<file path="config.mk">
export PLATFORM = sky130hd
export DESIGN_NAME = vga_sync_decoder
export DESIGN_NICKNAME = d
export VERILOG_FILES = /design/src/rtl/vga_pkg.sv /design/src/rtl/vga_edge_det.sv /design/src/rtl/vga_sync_decoder.sv
export SDC_FILE = /design/constraint.sdc
export NUM_CORES = 1
export LEC_CHECK = 0
export BUFFER_PORTS_ARGS = -buffer_cell sky130_fd_sc_hd__buf_2
export CELL_PAD_IN_SITES_DETAIL_PLACEMENT = 0
export CELL_PAD_IN_SITES_GLOBAL_PLACEMENT = 1
export CORE_AREA = 5 5 135 137
export DETAILED_ROUTE_END_ITERATION = 8
export DIE_AREA = 0 0 140 142
export GPL_TIMING_DRIVEN = 0
export PLACE_DENSITY = 0.88
export SLEW_MARGIN = 15
export SYNTH_ARGS = -nofsm -noshare
export SYNTH_HDL_FRONTEND = slang
export SYNTH_SLANG_ARGS = --single-unit
export TNS_END_PERCENT = 10
</file>
<file path="constraint.sdc">
create_clock -name vclock -period 15 [get_ports vclock]
set_clock_uncertainty 0.2 [all_clocks]
set_input_delay 1.5 -clock vclock [delete_from_list [all_inputs] [get_ports vclock]]
set_output_delay 1.5 -clock vclock [all_outputs]
set_load 0.01 [all_outputs]
</file>
<file path="src/rtl/vga_pkg.sv">
// ----------------------------------------------------------------------------
// vga_pkg
// Shared definitions for the VGA sync decoder: counter width, saturation
// limit, hsync-loss timeout, the lock FSM state encoding and a saturating
// increment helper used by every measurement counter.
// ----------------------------------------------------------------------------
package vga_pkg;

    localparam int CNT_W = 11;
    localparam logic [CNT_W-1:0] CNT_SAT = 11'd2047;

    localparam int TO_W = 12;
    localparam logic [TO_W-1:0] TIMEOUT = 12'd4095;

    typedef logic [CNT_W-1:0] cnt_t;

    typedef enum logic [1:0] {
        ST_SEARCH  = 2'd0,
        ST_MEASURE = 2'd1,
        ST_CHECK   = 2'd2,
        ST_LOCKED  = 2'd3
    } state_e;

    // Increment that sticks at CNT_SAT instead of wrapping to zero.
    function automatic cnt_t sat_inc(input cnt_t v);
        return (v == CNT_SAT) ? v : v + 1'b1;
    endfunction

endpackage

</file>
<file path="src/rtl/vga_edge_det.sv">
// ----------------------------------------------------------------------------
// vga_edge_det
// Falling-edge detector: registers the previous sample of sig_i and flags a
// 1->0 transition against the current input.
//
// Ports
//   clk     : clock
//   rst     : asynchronous active-high reset, loads RESET_LEVEL as history
//   sig_i   : monitored signal
//   fall_o  : high in the cycle where sig_i is 0 and its previous sample was 1
// ----------------------------------------------------------------------------
module vga_edge_det #(
    parameter logic RESET_LEVEL = 1'b1
) (
    input  logic clk,
    input  logic rst,
    input  logic sig_i,
    output logic fall_o
);

    logic prev_q;

    // A history of RESET_LEVEL (the deasserted level) means no edge is seen on
    // the first clock after reset unless the input is actually low.
    always_ff @(posedge clk or posedge rst) begin
        if (rst) begin
            prev_q <= RESET_LEVEL;
        end else begin
            // NOTE: sequential state uses non-blocking assignment so every
            // register samples pre-edge values regardless of statement order.
            prev_q <= sig_i;
        end
    end

    assign fall_o = prev_q & ~sig_i;

endmodule

</file>
<file path="src/rtl/vga_sync_decoder.sv">
// ----------------------------------------------------------------------------
// vga_sync_decoder
// Recovers video timing from hsync/vsync/blank: measures line length, active
// width, frame height and active height, locks once two consecutive full
// frames agree, and reports the current pixel coordinate.
//
// Ports
//   vclock      : pixel clock, rising-edge active
//   reset       : asynchronous active-high reset
//   hsync/vsync : active-low sync inputs
//   blank       : high outside the active area
//   x, y        : recovered active column / active line
//   active      : pixel is active and decoder is locked
//   h_total, h_active, v_total, v_active : stored measurements
//   locked      : high exactly while the FSM is in LOCKED
//   frame_start : one-cycle pulse at each vsync fall while LOCKED
// ----------------------------------------------------------------------------
module vga_sync_decoder
    import vga_pkg::*;
(
    input  logic             vclock,
    input  logic             reset,
    input  logic             hsync,
    input  logic             vsync,
    input  logic             blank,
    output logic [CNT_W-1:0] x,
    output logic [CNT_W-1:0] y,
    output logic             active,
    output logic [CNT_W-1:0] h_total,
    output logic [CNT_W-1:0] h_active,
    output logic [CNT_W-1:0] v_total,
    output logic [CNT_W-1:0] v_active,
    output logic             locked,
    output logic             frame_start
);

    localparam logic [TO_W-1:0] TIMEOUT_M1 = TIMEOUT - 12'd1;

    logic hs_fall, vs_fall, bl_fall;

    vga_edge_det #(.RESET_LEVEL(1'b1)) u_hs_det (
        .clk(vclock), .rst(reset), .sig_i(hsync), .fall_o(hs_fall)
    );
    vga_edge_det #(.RESET_LEVEL(1'b1)) u_vs_det (
        .clk(vclock), .rst(reset), .sig_i(vsync), .fall_o(vs_fall)
    );
    vga_edge_det #(.RESET_LEVEL(1'b1)) u_bl_det (
        .clk(vclock), .rst(reset), .sig_i(blank), .fall_o(bl_fall)
    );

    state_e          state_q, state_d;
    cnt_t            hc_q, hc_d;            // clocks in current line
    cnt_t            ac_q, ac_d;            // blank-low clocks in current line
    logic            line_act_q, line_act_d;
    cnt_t            cand_ht_q, cand_ht_d;
    cnt_t            cand_ha_q, cand_ha_d;
    cnt_t            vc_q, vc_d;            // lines in current frame
    cnt_t            val_q, val_d;          // active lines in current frame
    logic [TO_W-1:0] to_q, to_d;            // clocks since last hsync fall
    cnt_t            x_q, x_d;
    cnt_t            y_q, y_d;
    cnt_t            h_total_q, h_total_d;
    cnt_t            h_active_q, h_active_d;
    cnt_t            v_total_q, v_total_d;
    cnt_t            v_active_q, v_active_d;
    logic            active_q, active_d;
    logic            locked_q, locked_d;
    logic            frame_start_q, frame_start_d;

    cnt_t vc_end, val_end;  // frame counts with the same-edge line end applied
    logic timeout, match, store, clear;

    // ------------------------------------------------------------------------
    // Measurement datapath
    // ------------------------------------------------------------------------
    always_comb begin
        // The clock carrying the hsync fall is the first clock of the new line.
        hc_d = hs_fall ? cnt_t'(1) : sat_inc(hc_q);

        if (hs_fall) begin
            ac_d = blank ? '0 : cnt_t'(1);
        end else begin
            ac_d = blank ? ac_q : sat_inc(ac_q);
        end

        line_act_d = hs_fall ? ~blank : (line_act_q | ~blank);

        cand_ht_d = hs_fall ? hc_q : cand_ht_q;
        // Vertical-blanking lines would report zero width, so only lines that
        // carried pixels update the active-width candidate.
        cand_ha_d = (hs_fall && (ac_q != '0)) ? ac_q : cand_ha_q;

        // Line end is folded in before the vsync clear, so a line whose hsync
        // falls together with vsync still counts toward the ending frame.
        vc_end  = hs_fall ? sat_inc(vc_q) : vc_q;
        val_end = (hs_fall && line_act_q) ? sat_inc(val_q) : val_q;
        vc_d    = vs_fall ? '0 : vc_end;
        val_d   = vs_fall ? '0 : val_end;

        if (bl_fall) begin
            x_d = '0;
        end else if (!blank) begin
            x_d = sat_inc(x_q);
        end else begin
            x_d = x_q;
        end

        if (vs_fall) begin
            y_d = '0;
        end else if (hs_fall && line_act_q) begin
            y_d = sat_inc(y_q);
        end else begin
            y_d = y_q;
        end

        to_d    = hs_fall ? '0 : ((to_q == TIMEOUT) ? to_q : to_q + 12'd1);
        // Fires on the 4095th consecutive clock without an hsync fall.
        timeout = ~hs_fall & (to_q >= TIMEOUT_M1);

        match = (cand_ht_d == h_total_q) && (cand_ha_d == h_active_q) &&
                (vc_end == v_total_q) && (val_end == v_active_q);
    end

    // ------------------------------------------------------------------------
    // Lock FSM: next state and store/clear strobes
    // ------------------------------------------------------------------------
    always_comb begin
        // NOTE: defaults first so no path leaves a combinational output
        // unassigned, which would otherwise infer a latch.
        state_d = state_q;
        store   = 1'b0;
        clear   = 1'b0;

        if (timeout) begin
            state_d = ST_SEARCH;
            clear   = 1'b1;
        end else if (vs_fall) begin
            case (state_q)
                // First vsync fall only aligns us; the partial frame is ignored.
                ST_SEARCH:  state_d = ST_MEASURE;
                ST_MEASURE: begin
                    store   = 1'b1;
                    state_d = ST_CHECK;
                end
                ST_CHECK: begin
                    if (match) begin
                        state_d = ST_LOCKED;
                    end else begin
                        store = 1'b1;
                    end
                end
                ST_LOCKED: begin
                    if (!match) begin
                        store   = 1'b1;
                        state_d = ST_CHECK;
                    end
                end
                default:    state_d = ST_SEARCH;
            endcase
        end
    end

    // ------------------------------------------------------------------------
    // Registered outputs
    // ------------------------------------------------------------------------
    always_comb begin
        h_total_d  = h_total_q;
        h_active_d = h_active_q;
        v_total_d  = v_total_q;
        v_active_d = v_active_q;
        if (clear) begin
            h_total_d  = '0;
            h_active_d = '0;
            v_total_d  = '0;
            v_active_d = '0;
        end else if (store) begin
            h_total_d  = cand_ht_d;
            h_active_d = cand_ha_d;
            v_total_d  = vc_end;
            v_active_d = val_end;
        end

        locked_d      = (state_d == ST_LOCKED);
        active_d      = locked_d & ~blank;
        frame_start_d = vs_fall & (state_q == ST_LOCKED) & ~timeout;
    end

    always_ff @(posedge vclock or posedge reset) begin
        if (reset) begin
            state_q       <= ST_SEARCH;
            hc_q          <= '0;
            ac_q          <= '0;
            line_act_q    <= 1'b0;
            cand_ht_q     <= '0;
            cand_ha_q     <= '0;
            vc_q          <= '0;
            val_q         <= '0;
            to_q          <= '0;
            x_q           <= '0;
            y_q           <= '0;
            h_total_q     <= '0;
            h_active_q    <= '0;
            v_total_q     <= '0;
            v_active_q    <= '0;
            active_q      <= 1'b0;
            locked_q      <= 1'b0;
            frame_start_q <= 1'b0;
        end else begin
            state_q       <= state_d;
            hc_q          <= hc_d;
            ac_q          <= ac_d;
            line_act_q    <= line_act_d;
            cand_ht_q     <= cand_ht_d;
            cand_ha_q     <= cand_ha_d;
            vc_q          <= vc_d;
            val_q         <= val_d;
            to_q          <= to_d;
            x_q           <= x_d;
            y_q           <= y_d;
            h_total_q     <= h_total_d;
            h_active_q    <= h_active_d;
            v_total_q     <= v_total_d;
            v_active_q    <= v_active_d;
            active_q      <= active_d;
            locked_q      <= locked_d;
            frame_start_q <= frame_start_d;
        end
    end

    assign x           = x_q;
    assign y           = y_q;
    assign active      = active_q;
    assign h_total     = h_total_q;
    assign h_active    = h_active_q;
    assign v_total     = v_total_q;
    assign v_active    = v_active_q;
    assign locked      = locked_q;
    assign frame_start = frame_start_q;

endmodule

</file>
=== Yosys cells after proc, flatten, opt, wreduce, memory -nomap -nowiden ===
Cells that the tools add are included.

* Logic and storage cells: 118
* Register bits: 153
* Input port bits: 5

* Bitwise gates (word level): 13
* Eq/ne operators: 22
* Multiplexer cells: 41
* Add/subtract/negate cells: 7
* Reduce and logical (&&, ||, !) cells: 13
* Order comparisons: 1

{| class="wikitable"
|+ Operators with widths
! operator !! number
|-
| two-way mux 11 bit || 27
|-
| adder 11 x 1 -> 11 bit (second input constant) || 6
|-
| == test 11 bit (second input constant) || 6
|-
| == test 11 bit || 4
|-
| two-way mux 12 bit || 2
|-
| adder 12 x 1 -> 12 bit (second input constant) || 1
|-
| == test 12 bit (second input constant) || 1
|-
| >= comparator 12 bit (second input constant) || 1
|-
| nonzero test 11 bit || 1
|-
| inequality test 2 bit (second input constant) || 5
|-
| two-way mux 2 bit || 4
|-
| one-hot mux 2 bit (4 select lines) || 1
|-
| AND 1 bit || 7
|-
| == test 2 bit (second input constant) || 3
|-
| two-way mux 1 bit || 6
|-
| AND reduction 2 bit || 3
|-
| logical AND 1 bit || 5
|-
| NOT 1 bit || 5
|-
| inequality test 2 x 1 -> 1 bit (second input constant) || 2
|-
| nonzero test 2 bit || 2
|-
| == test 2 x 1 -> 1 bit (second input constant) || 1
|-
| zero test 2 bit || 1
|-
| one-hot mux 1 bit (2 select lines) || 1
|-
| OR reduction 2 bit || 1
|-
| OR 1 bit || 1
|}

=== Logic depth before layout (Yosys ltp) ===
* Depth in word-level cells: 14
* Gate-level depth with buffers: 14

=== Modules after synthesis ===
A second synthesis with hierarchy kept.

* Cell total of the unflattened synthesis: 908
* Area, all modules: 8579.5 µm²

{| class="wikitable"
|+ Modules (own cells, without submodules)
! module !! area an instance (µm²) !! cells each !! times used
|-
| vga_sync_decoder || 8448.1 || 899 || 1
|-
| vga_edge_det || 43.8 || 3 || 3
|}

=== Worst setup path after synthesis ===
OpenSTA, ideal clock, no wires.

* Path type: input to register
* Start point: input port hsync
* End point: register v_active_q[1], in the netlist v_active[1]
* Path buffers: 3
* Data arrival time: 3.826 ns
* Stages: 12
* Slack: 10.880 ns
* Setup time: 0.094 ns
* Path through: nand2b_1 > buf_2 > mux2_4 > a221o_1 > nor4_1 > nand4_1 > nor4_2 > and4_1 > buf_4 > nor2_2 > buf_2 > a211oi_1

* Elaborated cells on any way between the ends: 25
* Those cells by class: 4 x eq/ne; 11 x mux; 4 x bitwise; 6 x reduce/logical

{| class="wikitable"
|+ RTL lines
! element !! line !! text
|-
| start, declared || vga_sync_decoder.sv:23 || <nowiki>input logic hsync,</nowiki>
|-
| NOT 1 bit || vga_edge_det.sv:35 || <nowiki>assign fall_o = prev_q & ~sig_i;</nowiki>
|-
| AND 1 bit || vga_edge_det.sv:35 ||
|-
| two-way mux 11 bit || vga_sync_decoder.sv:88 || <nowiki>cand_ht_d = hs_fall ? hc_q : cand_ht_q;</nowiki>
|-
| named net cand_ht_d[9] || vga_sync_decoder.sv:55 || <nowiki>cnt_t cand_ht_q, cand_ht_d;</nowiki>
|-
| == test 11 bit || vga_sync_decoder.sv:120 || <nowiki>match = (cand_ht_d == h_total_q) && (cand_ha_d == h_active_q) &&</nowiki>
|-
| logical AND 1 bit (2 in series) || vga_sync_decoder.sv:120 ||
|-
| logical AND 1 bit || vga_sync_decoder.sv:121 || <nowiki>(vc_end == v_total_q) && (val_end == v_active_q);</nowiki>
|-
| two-way mux 1 bit || vga_sync_decoder.sv:146, vga_sync_decoder.sv:153 ||
|-
| one-hot mux 1 bit (2 select lines) || vga_sync_decoder.sv:138 || <nowiki>case (state_q)</nowiki>
|-
| two-way mux 1 bit || vga_sync_decoder.sv:137 || <nowiki>end else if (vs_fall) begin</nowiki>
|-
| two-way mux 1 bit || vga_sync_decoder.sv:134 || <nowiki>if (timeout) begin</nowiki>
|-
| nonzero test 2 bit (no line) || - ||
|-
| end signal, assigned || vga_sync_decoder.sv:223 || <nowiki>v_active_q <= v_active_d;</nowiki>
|-
| end, declared || vga_sync_decoder.sv:65 || <nowiki>cnt_t v_active_q, v_active_d;</nowiki>
|}

The timed path passes the listed nets, and every way through them passes these cells. The select of a mux whose other input is x is not followed.
A chain may end at the register's enable or synchronous reset.

=== Final worst setup path ===
* Start point: input port hsync
* End point: register v_active_q[3], in the netlist v_active[3]

* Cells in the longest elaborated chain, start to end: 13
* Elaborated cells on any way between the ends: 25
* Those cells by class: 4 x eq/ne; 11 x mux; 4 x bitwise; 6 x reduce/logical

{| class="wikitable"
|+ Ends and longest elaborated chain
! element !! line !! text
|-
| NOT 1 bit (*) || vga_edge_det.sv:35 ||
|-
| AND 1 bit (*) || vga_edge_det.sv:35 ||
|-
| logical AND 1 bit || vga_sync_decoder.sv:91 || <nowiki>cand_ha_d = (hs_fall && (ac_q != '0)) ? ac_q : cand_ha_q;</nowiki>
|-
| two-way mux 11 bit || vga_sync_decoder.sv:91 ||
|-
| == test 11 bit || vga_sync_decoder.sv:120 ||
|-
| logical AND 1 bit (2 in series) || vga_sync_decoder.sv:120 ||
|-
| logical AND 1 bit || vga_sync_decoder.sv:121 ||
|-
| two-way mux 1 bit || vga_sync_decoder.sv:146, vga_sync_decoder.sv:153 ||
|-
| one-hot mux 1 bit (2 select lines) || vga_sync_decoder.sv:138 ||
|-
| two-way mux 1 bit || vga_sync_decoder.sv:137 ||
|-
| two-way mux 1 bit || vga_sync_decoder.sv:134 ||
|-
| nonzero test 2 bit (no line) || - ||
|}

Every way passes the cells marked *; elsewhere a longest branch is shown, timed or not. The select of a mux whose other input is x is not followed.

==> impl_metrics.yaml <==
synth:
  synth_top_area_share_pct: 45.1
  synth_cell_types: 70
  synth.area.top_cells: "dfrtp_1 45%, xor2_1 4.6%, nor2_1 4.5%"
  syn_area_per_cell_um2: 9.03
  yosysSeqAreaShare_pct: 46.1
  synth_area_um2: 8320
  netlist_instances: 921
  async_reset_ff_share_pct: 100
  ys_ff_latch: 153
  synth_fp_nets: 935
  synth_edf_count: 0
  dominantRegCellSynth: "dfrtp_1"
  synth_top_area_cell: "dfrtp_1"
  ys_warn_count: 0
cells_and_area:
  mostFrequentLayoutCells: "150 x dfrtp_1, 100 x nor2_1, 86 x buf_2"
  n_antenna_cell: 0
  layout.nets: 1028
  final_core_util_pct: 56.6
  area_delta_synth_final_pct: 15.3
  final_common_cell: "dfrtp_1"
  layout-drive-gt1-share_pct: 13.7
power_and_ir_drop:
  leakage_nw: 4.32
  p_per_area_nw_per_um2: 127
  ir_drop_uv: 84.6
place:
  port_buffers: 73
  gp_congestion: 0.933
  dp_hpwl_um: 17800
cts:
  post_cts_resized: 0
  cts.htree.levels: 4
  cts.sinks: 153
  cts_tree: "done"
  cts-buffers-inserted: 17
  post_cts_buffers: 0
  cts_max_path_buffers: 2
  cts.clk_slew.worst_paths_ns: 0.06
  insertion_delay_ns: 0.42
  holdBufCountCts: 0
  cts_root_buffer: "clkbuf_16"
setup_path:
  worstSetupPathType: "in -> reg"
  critPathMaxStageDelay_ns: 0.51
  cp_max_fo: 10
  path_cells: "buf_2 > nor2b_1 > clkbuf_1 > buf_2 > buf_2 > o221ai_1 > o22ai_1 > nand3_1 > nor4_1 > nand4_1 > clkbuf_1 > a21oi_1 > a211oi_1"
  crit_path_end_kind: "flop"
  crit_family: "buffers and inverters"
  critPathBufInv: 5
  crit_path_start_kind: "primary input"
  crit_path_frequent_cell: "buf_2"
  cp.arrival_ns: 5.11
  critical-path-slowest-cell: "nand4_1"
  cp.required_ns: 15.07
floorplanning:
  die_y_um: 142
  core_area_um2: 16900
  initial_core_util_pct: 49.1
  io_pins: 74
  fp.dieArea_um2: 19900
  core.rowCount: 48
  die_w_um: 140
timing:
  fmax_ghz: 0.198
  maxSlewViolCount: 0
  rsz0062_at_grt: "no"
  slew_headroom_pct: 37.0
  setup_viol: 0
  worstMarginPinSlew_ns: 0.936
  hold_viol: 0
  period_needed_ns: 5.04
  min_period_over_period_pct: 33.6
  fin_setup_tns_ns: 0
detailed_routing:
  dr.pass1.iters: 5
  drc: 0
  postRouteAntennaNets: 0
  routed_via_density: 5.93
  wl_um: 24700
  wl_per_cell_um: 19.7
  vias: 7424
  drt-initial-drc-count: 617
outcome:
  status: "finished clean"
flow_run:
  maxCapViolations: 0
global_route:
  antenna_found_initial: 0
  grt_pass1_wl_um: 40000
  gr-total-overflow: 0
  grt_max_degree: 106
  grt_use_total_pct: 25.5
  first_global_vias: 7270
min_path:
  hold_class: "reg -> reg"
## flip-flops by register name, summed over array words and instances, names as in the netlist, 2 cells and up
register	count
y	11
to_q	12
cand_ht_q	11
h_active	11
state_q	2
v_total	11
h_total	11
x	11
vc_q	11
cand_ha_q	11
v_active	11
hc_q	11
val_q	11
ac_q	11
## tightest hold or removal path: cells and delay by family, from the launching register on
| kind | cells | cell delay [ns] |
|---|---|---|
| AO/OA/AOI/OAI | 1 | 0.07 |
| buffers and inverters | 1 | 0.06 |
| flip-flops | 1 | 0.34 |
## final timing paths
check                                  startpoint                      end  slack, ns  cells after the start
setup / recovery                            hsync  v_active[3]$_DFFE_PP0P_       9.96                     13
hold / removal             cand_ha_q[3]$_DFF_PP0_   cand_ha_q[3]$_DFF_PP0_       0.31                      2
setup reg to reg              ac_q[3]$_DFFE_PP0P_  v_active[3]$_DFFE_PP0P_      10.52                     11
hold reg to reg            cand_ha_q[3]$_DFF_PP0_   cand_ha_q[3]$_DFF_PP0_       0.31                      2
max in group asynchronous                   reset   cand_ha_q[3]$_DFF_PP0_      12.90                      3
min in group asynchronous                   reset        vc_q[0]$_DFF_PP0_       0.86                      2
## cell families after synthesis
logic type                 share of synthesized area [%]
buffers and inverters                               4.21
AOI/OAI and AO/OA                                   15.1
adders and majority gates                           1.35
xor gates and xnor gates                            7.05
and+or+nand+nor                                     23.7
DFF                                                 46.1
muxes                                               2.59
## where the power goes
group	internal, W	switching [W]	total (W)
combinational	0.000102	0.000155	0.000257
clock	0.000266	0.000175	0.000441
sequential	0.000462	0.0000603	0.000522
## synth_stat cells (4+ instances only)
cell type / n
a2111oi_0: 4
dfrtp_1: 150
clkbuf_1: 31
a21oi_1: 70
and4b_1: 4
buf_2: 13
nor2b_1: 9
and3_1: 18
or3_1: 17
a211oi_1: 18
nand2b_1: 11
ha_1: 9
nand2_1: 79
nor3_1: 51
xnor2_1: 23
mux2i_1: 14
nor4_1: 11
nand4b_1: 5
mux2_2: 4
and4_1: 8
o22ai_1: 5
nor2_1: 100
a311oi_1: 4
nand3_1: 30
inv_1: 34
nand4_1: 29
xor2_1: 44
o21ai_0: 46
buf_1: 5
a31oi_1: 8
## layout make-up
cell class / count / area [um2]
fillers: 1584 / 7340
multi-input cells: 682 / 4140
flip-flops and latches: 153 / 3830
clock buffers: 20 / 447
repair buffers: 74 / 393
well taps: 225 / 282
plain buffers: 51 / 219
clock inverters: 12 / 146
inverters: 35 / 139
## metal layers
| metal | vias up | GRT usage [%] | share of wire, % |
|---|---|---|---|
| met5 | - | 0 | 0 |
| met4 | 0 | 7.45 | 2.3 |
| met3 | 41 | 5.24 | 6.2 |
| met2 | 264 | 41.5 | 47 |
| met1 | 3623 | 35.0 | 45 |
| li1 | 3496 | - | - |
## metrics by stage
stage / power, W / setup slack (ns) / hold slack [ns] / instance area (um2) / std cells
after floorplan: 0.000686 / 9.18 / 0.265 / 8320 / 921
after global placement: 0.000776 / 7.28 / 0.290 / 8970 / 1219
after detailed placement: 0.000782 / 9.69 / 0.286 / 9000 / 1220
after CTS: 0.00122 / 10.09 / 0.312 / 9590 / 1252
after global routing: 0.00128 / 9.92 / 0.339 / 9590 / 1252
final: 0.00122 / 9.96 / 0.311 / 9590 / 1252
Power figures use the tool's default switching activity.
